File: src/rtl/lcd_fb_arbiter.sv
// lcd_fb_arbiter
//   Shares one single-port frame-buffer memory between display refill
//   (keeps a small pixel FIFO ahead of the LCD timing generator) and
//   rasterizer draw writes. Owns front/back buffer selection; swaps only
//   at top-of-screen so scanout never tears.
//
// Ports
//   iCLK, iRST_N        clock, asynchronous active-low reset
//   iTopOfScreen        one-cycle pulse per frame (vertical blanking)
//   iPixReq             display consumes one pixel this cycle
//   oPixData            FIFO head, first-word fall-through, 0 when empty
//   oUnderflow          sticky: pixel requested while FIFO empty
//   iWrValid/oWrReady   draw write handshake
//   iWrAddr, iWrData    draw write address (within back buffer) and pixel
//   iSwapReq            request a buffer swap at next top-of-screen
//   oSwapPending        swap requested, not yet applied
//   oFrontSel           buffer currently scanned out
//   oMemEn, oMemWe      registered memory command strobes
//   oMemAddr            registered address, MSB is buffer select
//   oMemWData           registered write data
//   iMemRData           read data, valid MEM_LAT cycles after command
module lcd_fb_arbiter #(
  parameter int unsigned ADDR_W      = 22,
  parameter int unsigned DATA_W      = 24,
  parameter int unsigned FIFO_DEPTH  = 16,
  parameter int unsigned LOW_WATER   = 8,
  parameter int unsigned FRAME_WORDS = 384000,
  parameter int unsigned MEM_LAT     = 2
) (
  input  logic              iCLK,
  input  logic              iRST_N,
  input  logic              iTopOfScreen,
  input  logic              iPixReq,
  output logic [DATA_W-1:0] oPixData,
  output logic              oUnderflow,
  input  logic              iWrValid,
  output logic              oWrReady,
  input  logic [ADDR_W-1:0] iWrAddr,
  input  logic [DATA_W-1:0] iWrData,
  input  logic              iSwapReq,
  output logic              oSwapPending,
  output logic              oFrontSel,
  output logic              oMemEn,
  output logic              oMemWe,
  output logic [ADDR_W:0]   oMemAddr,
  output logic [DATA_W-1:0] oMemWData,
  input  logic [DATA_W-1:0] iMemRData
);

  localparam int unsigned PTR_W = $clog2(FIFO_DEPTH);
  localparam int unsigned CNT_W = PTR_W + 1;
  localparam int unsigned OCC_W = $clog2(FIFO_DEPTH + MEM_LAT + 2) + 1;
  localparam logic [ADDR_W-1:0] LAST_ADDR = ADDR_W'(FRAME_WORDS - 1);

  typedef enum logic [1:0] {S_IDLE, S_FETCH, S_DONE} state_t;

  state_t            state, state_nx;
  logic [ADDR_W-1:0] fetch_addr;
  logic [DATA_W-1:0] fifo_mem [FIFO_DEPTH];
  logic [PTR_W-1:0]  rd_ptr, wr_ptr;
  logic [CNT_W-1:0]  count;
  // One bit per outstanding read; bit MEM_LAT marks data arriving this cycle.
  logic [MEM_LAT:0]  tag_pipe;
  logic [OCC_W-1:0]  in_flight, occ;
  logic              fetching, urgent, rd_issue, wr_issue;
  logic              push, pop, fifo_empty;

  always_comb begin
    in_flight = '0;
    for (int unsigned i = 0; i <= MEM_LAT; i++)
      in_flight = in_flight + OCC_W'(tag_pipe[i]);
  end

  // Reads are held off in the flush cycle: their tag would be discarded and
  // fetch_addr is being rewound, so issuing one would only waste a slot.
  always_comb begin
    occ        = OCC_W'(count) + in_flight;
    fetching   = (state == S_FETCH);
    urgent     = fetching && (occ < OCC_W'(LOW_WATER));
    oWrReady   = !urgent;
    wr_issue   = iWrValid && !urgent;
    rd_issue   = fetching && !iTopOfScreen &&
                 (urgent || (!iWrValid && (occ < OCC_W'(FIFO_DEPTH))));
    fifo_empty = (count == '0);
    push       = tag_pipe[MEM_LAT] && !iTopOfScreen;
    pop        = iPixReq && !fifo_empty && !iTopOfScreen;
    oPixData   = fifo_empty ? '0 : fifo_mem[rd_ptr];
  end

  always_comb begin
    state_nx = state;
    case (state)
      S_IDLE, S_DONE: if (iTopOfScreen) state_nx = S_FETCH;
      S_FETCH: begin
        if (iTopOfScreen)
          state_nx = S_FETCH;
        else if (rd_issue && (fetch_addr == LAST_ADDR))
          state_nx = S_DONE;
      end
      default: state_nx = S_IDLE;
    endcase
  end

  always_ff @(posedge iCLK or negedge iRST_N) begin
    if (!iRST_N) begin
      state        <= S_IDLE;
      fetch_addr   <= '0;
      tag_pipe     <= '0;
      rd_ptr       <= '0;
      wr_ptr       <= '0;
      count        <= '0;
      oUnderflow   <= 1'b0;
      oFrontSel    <= 1'b0;
      oSwapPending <= 1'b0;
      oMemEn       <= 1'b0;
      oMemWe       <= 1'b0;
      oMemAddr     <= '0;
      oMemWData    <= '0;
    end else begin
      state <= state_nx;

      if (iTopOfScreen)
        fetch_addr <= '0;
      else if (rd_issue)
        fetch_addr <= fetch_addr + ADDR_W'(1);

      tag_pipe <= iTopOfScreen ? '0 : {tag_pipe[MEM_LAT-1:0], rd_issue};

      if (iTopOfScreen) begin
        rd_ptr <= '0;
        wr_ptr <= '0;
        count  <= '0;
      end else begin
        if (push) wr_ptr <= wr_ptr + PTR_W'(1);
        if (pop)  rd_ptr <= rd_ptr + PTR_W'(1);
        if (push && !pop)
          count <= count + CNT_W'(1);
        else if (pop && !push)
          count <= count - CNT_W'(1);
      end

      if (iPixReq && fifo_empty) oUnderflow <= 1'b1;

      if (iTopOfScreen && (oSwapPending || iSwapReq)) begin
        oFrontSel    <= ~oFrontSel;
        oSwapPending <= 1'b0;
      end else if (iSwapReq) begin
        oSwapPending <= 1'b1;
      end

      oMemEn <= rd_issue || wr_issue;
      oMemWe <= wr_issue;
      if (wr_issue) begin
        oMemAddr  <= {~oFrontSel, iWrAddr};
        oMemWData <= iWrData;
      end else if (rd_issue) begin
        oMemAddr <= {oFrontSel, fetch_addr};
      end
    end
  end

  always_ff @(posedge iCLK) begin
    if (push) fifo_mem[wr_ptr] <= iMemRData;
  end

endmodule

File: config.mk
export PLATFORM = sky130hd
export DESIGN_NAME = lcd_fb_arbiter
export DESIGN_NICKNAME = d
export VERILOG_FILES = /design/src/rtl/lcd_fb_arbiter.sv
export SDC_FILE = /design/constraint.sdc
export NUM_CORES = 1
export LEC_CHECK = 0
export ABC_AREA = 1
export CAP_MARGIN = 20
export CORE_MARGIN = 5
export CORE_UTILIZATION = 30
export CTS_CLUSTER_SIZE = 12
export DETAILED_ROUTE_END_ITERATION = 16
export SYNTH_ARGS = -nofsm -noshare
export SYNTH_HDL_FRONTEND = slang
export SYNTH_SLANG_ARGS = --single-unit
File: constraint.sdc
create_clock -name iCLK -period 2.8 [get_ports iCLK]
set_input_delay 0.56 -clock iCLK [delete_from_list [all_inputs] [get_ports iCLK]]
set_output_delay 0.56 -clock iCLK [all_outputs]
set_load 0.01 [all_outputs]
==> impl_metrics.ini, run 1 <==
[setup_path]
worstSetupPathType = flop to output pin
crit_slowest_cell = dfrtp_4
worst-path-buf-inv = 4
cp-end-kind = output pin
cp-start-kind = flop
slowest_delay_ns = 0.45
cp_cell_sequence = buf_12, buf_12, buf_16, o21ai_0, o22ai_1, nand2_1, nand3_1, nand2_1, nor2_2, buf_2
crit_family = buffers and inverters
startpoint = rd_ptr[0]$_DFFE_PN0P_
rr_startpoint = count[0]$_DFFE_PN0P_
critPathMaxFanout = 14
cp.arrival_ns = 2.40
critPathRequiredTime_ns = 2.24

[route]
wirelength_met1_microns = 24580
dr.first_iter.drc_count = 1337
vias = 14588
first_pass_iters = 5
viasPerCell = 5.102
wirelength_microns = 59210
met2WireLength_microns = 28120
post-route-drc-count = 0
wl_met3_microns = 4808
maxUsedRoutingLayer = met5
ant_nets = 0
wl_per_cell_microns = 20.71

[clock_network]
cts_buffers = 50
root_buffer = clkbuf_16
insertion_delay_ns = 0.63
path_clk_slew_ns = 0.06
cts_buffer_depth = 3
h-tree-depth = 2
cts_tree = yes
clkSinkCount = 476

[timing]
period_share_pct = 105.6
max_freq_ghz = 0.3381
period_needed_ns = 2.958
hold_slack_ns = 0.4773
finalSetupViolations = 22
fin_skew_ns = 0.03652
worstMarginPinSlew_ns = 0.7771
rsz0062_at_grt = yes
slew_headroom_pct = 48.03
report.final.slew_viol_count = 0
hold_viol = 0
setup_ws_ns = -0.1577

[worst_hold_path]
min_from = state[0]$_DFFE_PN0P_
hp-class = flop to flop

[placement]
preCtsSetupSlack_ns = -0.1427
hpwl_microns = 33400
port_buffers = 152
gp_congestion = 0.8468

[power]
power_density_nw_per_um2 = 854.3
p_leak_nw = 9.659
peakVddDrop_mv = 0.4275

[cells_and_area]
fillCellCount = 6042
syn_to_final_growth_pct = 32.90
antenna_cells = 0
drive_gt1_share_pct = 19.46
finalNetCount = 2059

[floorplan]
core-area_sq_um = 64700
fp.dieW_microns = 266.0
die_y_microns = 266.0
dieArea_sq_um = 70780
io_pins = 153
initial_core_util_pct = 30.40
row_count = 93

[synthesis]
yosysWarnings = 0
syn_area_sq_um = 19670
async_flop_share_pct = 19.33
netlist_instances = 1729
ys_ff_latch = 476
ys_types = 32
synth_ff_type = edfxtp_1
syn_area_per_cell_sq_um = 11.38
yosysSeqAreaShare_pct = 70.34
syn_nets = 1817
synth_edf_count = 384

[outcome]
status = finished, violations left
failed_checks = negative setup slack

[grt]
grt_pass1_wl_microns = 89440
track_usage_pct = 16.10
grt_max_degree = 55
grt_overflow_total = 0
antenna_found_initial = 2
grt_pass1_vias = 14856

[job]
max-cap-violations = 0
==> final timing paths <==
| check | endpoint | slack, ns | depth (start not counted) |
|---|---|---|---|
| setup / recovery | oPixData[12] | -0.16 | 10 |
| setup reg to reg | count[4]$_DFFE_PN0P_ | 0.25 | 13 |
| min in group asynchronous | oSwapPending$_DFFE_PN0P_ | 0.49 | 2 |
| hold reg to reg | state[1]$_DFFE_PN0P_ | 0.48 | 1 |
| hold / removal | state[1]$_DFFE_PN0P_ | 0.48 | 1 |
| max in group asynchronous | oMemAddr[3]$_DFFE_PN0P_ | 1.59 | 3 |
==> worst reg2reg max path: stages (launching register included) <==
cell,delay [ns]
dfrtp_1,0.40
buf_4,0.16
nor2_1,0.12
nand3_2,0.13
buf_12,0.21
nand2_1,0.26
nand2_2,0.18
fa_1,0.44
a21oi_1,0.15
nor2_1,0.05
nor2_1,0.14
nand3b_1,0.13
nand3_1,0.07
nand2_1,0.06
==> layout by cell type (no fill, tap or decap), drive strengths merged <==
cell type and instances:
fa 2, edfxtp 384, nand3b 1, o21ai 153
bufbuf 1, o21a 1, o221ai 48, dlygate4sd3 1
ha 10, clkinv 19, clkbuf 69, a22o 1
xnor2 5, o22ai 25, buf 153, a21oi 79
o31ai 1, clkdlybuf4s50 126, o211ai 11, xor2 12
nand4 13, nand3 99, inv 56, bufinv 2
o21bai 1, nand2 399, nor2 239, dfrtp 92
clkinvlp 1
==> stage by stage <==
step           utilization, %  std cells  area (sq um)  TNS, ns  power [mW]
6_report                40.40       2859         26140   -1.618       22.33
5_1_grt                 40.40       2859         26140   -3.999       23.38
4_1_cts                 39.44       2841         25520   -1.971       21.91
3_5_place_dp            35.19       2715         22770  -0.2361       14.13
3_3_place_gp            35.19       2715         22770  -0.2414       14.06
2_1_floorplan               -       1729         19670        0       11.34
==> cell usage after synthesis, types with 2 or more instances <==
cell / number / area [sq um]
nor2_1: 236 / 885.9
nor2_2: 3 / 18.77
buf_2: 34 / 170.2
xor2_1: 12 / 105.1
fa_1: 2 / 40.04
edfxtp_1: 384 / 11530
nand4_1: 13 / 81.33
o211ai_1: 11 / 82.58
o221ai_1: 48 / 420.4
dfrtp_1: 92 / 2302
buf_1: 8 / 30.03
clkbuf_1: 43 / 161.4
o21ai_0: 75 / 375.4
nand3_2: 2 / 20.02
a21oi_1: 79 / 395.4
o22ai_1: 25 / 156.4
inv_2: 4 / 15.01
inv_1: 50 / 187.7
buf_4: 12 / 90.09
ha_1: 10 / 125.1
o21ai_1: 78 / 390.4
xnor2_1: 5 / 43.79
nand2_1: 396 / 1486
nand2_2: 3 / 18.77
nand3_1: 97 / 485.5
==> registers in the layout (all words and copies together) (netlist names), 3 cells and up <==
name / flops
count: 5
fetch_addr: 22
fifo_mem: 384
oMemAddr: 23
oMemWData: 24
rd_ptr: 4
tag_pipe: 3
wr_ptr: 4
==> timing repair <==
item / in CTS / in global routing
gates resized for setup: 280 / 105
pin swaps: 64 / 66
cloned: 20 / 5
endpoints found under the setup margin: 25 / 26
hold endpoints to repair: 38 / 0
hold buffers: 1 / 0
buffers inserted: 23 / 13
==> logic make-up after synthesis <==
| logic type | Yosys count | share of synthesized area (%) |
|---|---|---|
| compound gates | 320 | 9.415 |
| xor+xnor | 17 | 0.7570 |
| fa+ha+maj | 12 | 0.8398 |
| buf+inv | 153 | 3.378 |
| flops | 476 | 70.34 |
| simple gates | 751 | 15.27 |
==> power by group <==
part | leakage, nW | internal (mW) | switching, mW
Clock | 0.729 | 3.49 | 2.81
Sequential | 4.64 | 8.03 | 0.275
Combinational | 4.29 | 3.53 | 4.19
Total | 9.66 | 15.1 | 7.27
==> cell type report <==
type                            instances  area, sq um  area share, %
Multi-Input combinational cell       1100         5867          22.45
Clock inverter                         21        222.7         0.8521
Timing Repair inverter                  1        20.02        0.07659
Clock buffer                           64         1304          4.988
Sequential cell                       476        13840          52.95
Inverter                               56        244.0         0.9335
Timing Repair Buffer                  286         3571          13.66
Tap cell                              855         1070          4.093
==> metal layers <==
layer  track usage, %  vias up
li1                 -     6609
met5                0        -
met3            4.063      111
met2            26.17      598
met4            5.440        4
met1            21.19     7266
(Power assumes the default switching activity.)
==> inputs of run 2 (changes only) <==
Settings changed: ABC_CLOCK_PERIOD_IN_PS set to 3660.
Clock period 2.8 ns to 3.66 ns, I/O delays scaled along.
==> run 2 against run 1 <==
  * The run now ends clean
  * Global-route usage is 1.3 points lower
  * Final cell count is 2.7% lower
  * Clock power is 25% lower
  * Wire length is 9.1% lower
  * Largest cell class unchanged
==> impl_metrics.ini, run 2 (same netlist as run 1, synthesis figures left out) <==
[outcome]
status = finished, final reports clean

[timing]
slew_headroom_pct = 50.83
worstMarginPinSlew_ns = 0.7365
tns_ns = 0
hold_slack_ns = 0.1332
period_share_pct = 97.18
finalSetupViolations = 0
hold_viol = 0
fin_skew_ns = 0.03752
max_freq_ghz = 0.2812
report.final.slew_viol_count = 0
rsz0062_at_grt = no
period_needed_ns = 3.557

[placement]
dpl.cell_count = 2689
gp_congestion = 0.8500
postPlaceCellArea_sq_um = 22370
port_buffers = 152
hpwl_microns = 31790

[floorplan]
die_y_microns = 266.0
row_count = 93
core-area_sq_um = 64700
dieArea_sq_um = 70780
initial_core_util_pct = 30.40
fp.dieW_microns = 266.0
io_pins = 153

[cells_and_area]
final_cell_mix = nand2_1 (394), edfxtp_1 (384), nor2_1 (211)
finalNetCount = 1985
top_regs = fifo_mem (384), oMemWData (24), oMemAddr (23)
antenna_cells = 0
fin_cells = 2783
layout_commonest_cell = nand2_1
syn_to_final_growth_pct = 23.27
register_area_sq_um = 13840
regMostFlops = fifo_mem
final_area_sq_um = 24240
fillCellCount = 6194
drive_gt1_share_pct = 8.558
largest_register_ffs = 384
multi_input_area_sq_um = 5274

[clock_network]
root_buffer = clkbuf_16
h-tree-depth = 2
path_clk_slew_ns = 0.06
insertion_delay_ns = 0.62
cts_buffer_depth = 3
cts_buffers = 49
cts_tree = yes
clkSinkCount = 476

[route]
dr.first_iter.drc_count = 1183
first_pass_iters = 5
vias = 13808
post-route-drc-count = 0
wirelength_microns = 53820
wl_per_cell_microns = 19.34
ant_nets = 0
viasPerCell = 4.962

[power]
p_leak_nw = 9.055
power_density_nw_per_um2 = 642.4
peakVddDrop_mv = 0.3592
finalPower_mw = 15.58

[setup_path]
critPathRequiredTime_ns = 2.93
reg2reg_depth = 15
cp-start-kind = flop
r2r-end = fetch_addr[7]$_DFFE_PN0P_
rr_startpoint = count[0]$_DFFE_PN0P_
critPathMaxFanout = 26
cp.arrival_ns = 2.82
worstSetupPathType = flop to output pin
r2r_slack_ns = 0.78
startpoint = rd_ptr[0]$_DFFE_PN0P_
cp-end-kind = output pin

[job]
max-cap-violations = 0

[worst_hold_path]
hp-class = primary input to asynchronous set/reset pin

[grt]
grt_pass1_wl_microns = 82980
grt_overflow_total = 0
grt_pass1_vias = 14019
grt_max_degree = 54
antenna_found_initial = 2
track_usage_pct = 14.77
==> run 2: timing repair <==
item | CTS | global route
gates cloned | 3 | 2
hold buffers | 0 | 0
setup endpoints to repair | 21 | 25
pin swaps | 0 | 1
buffers inserted | 6 | 1
gates resized for setup | 24 | 33
==> run 2: area by class of cell <==
cell class,instances,area share (%)
timing repair buffer,214,9.723
clock buffer,67,5.336
tap,855,4.412
multi-input combinational,1100,21.75
sequential,476,57.08
clock inverter,15,0.7638
inverter,56,0.9289
==> run 2: where the power goes <==
part | switching, mW | total, mW | internal, mW
registers | 0.216 | 6.36 | 6.15
logic | 2.63 | 4.50 | 1.87
clock network | 2.09 | 4.72 | 2.62
total | 4.94 | 15.6 | 10.6
==> run 2: metrics by stage <==
| stage | worst slack, ns | util (%) |
|---|---|---|
| after floorplan | 0.9693 | - |
| after global placement | 0.3200 | 34.58 |
| after detailed placement | 0.3522 | 34.58 |
| after CTS | 0.002049 | 37.24 |
| after global routing | 0.001118 | 37.47 |
| final | 0.1032 | 37.47 |
==> run 2: worst max-delay path by stage <==
stage	slack (ns)	endpoint	cells past startpoint
global placement	0.32	oPixData[3]	11
CTS	0.002	oPixData[20]	9
detailed placement	0.35	oPixData[3]	11
finish	0.10	oPixData[9]	8
global route	0.001	oPixData[2]	11
floorplan	0.97	fifo_mem[11][0]$_DFFE_PP_	5
==> run 2: worst max-delay path, cell delays in order, from the launching register on <==
cell and delay, ns:
dfrtp_4 0.55, buf_4 0.18, nand2_8 0.12, buf_12 0.20
o221ai_1 0.14, a21oi_1 0.19, nor2_1 0.08, nor2_2 0.15
clkdlybuf4s50_1 0.57
==> run 2: routing by layer <==
metal  routed length (microns)  up-vias  GRT usage [%]
met5                        27        -              0
met3                      4277       87          3.583
li1                          -     6418              -
met4                      1221        4          4.105
met2                     25630      522          24.47
met1                     22660     6777          19.50
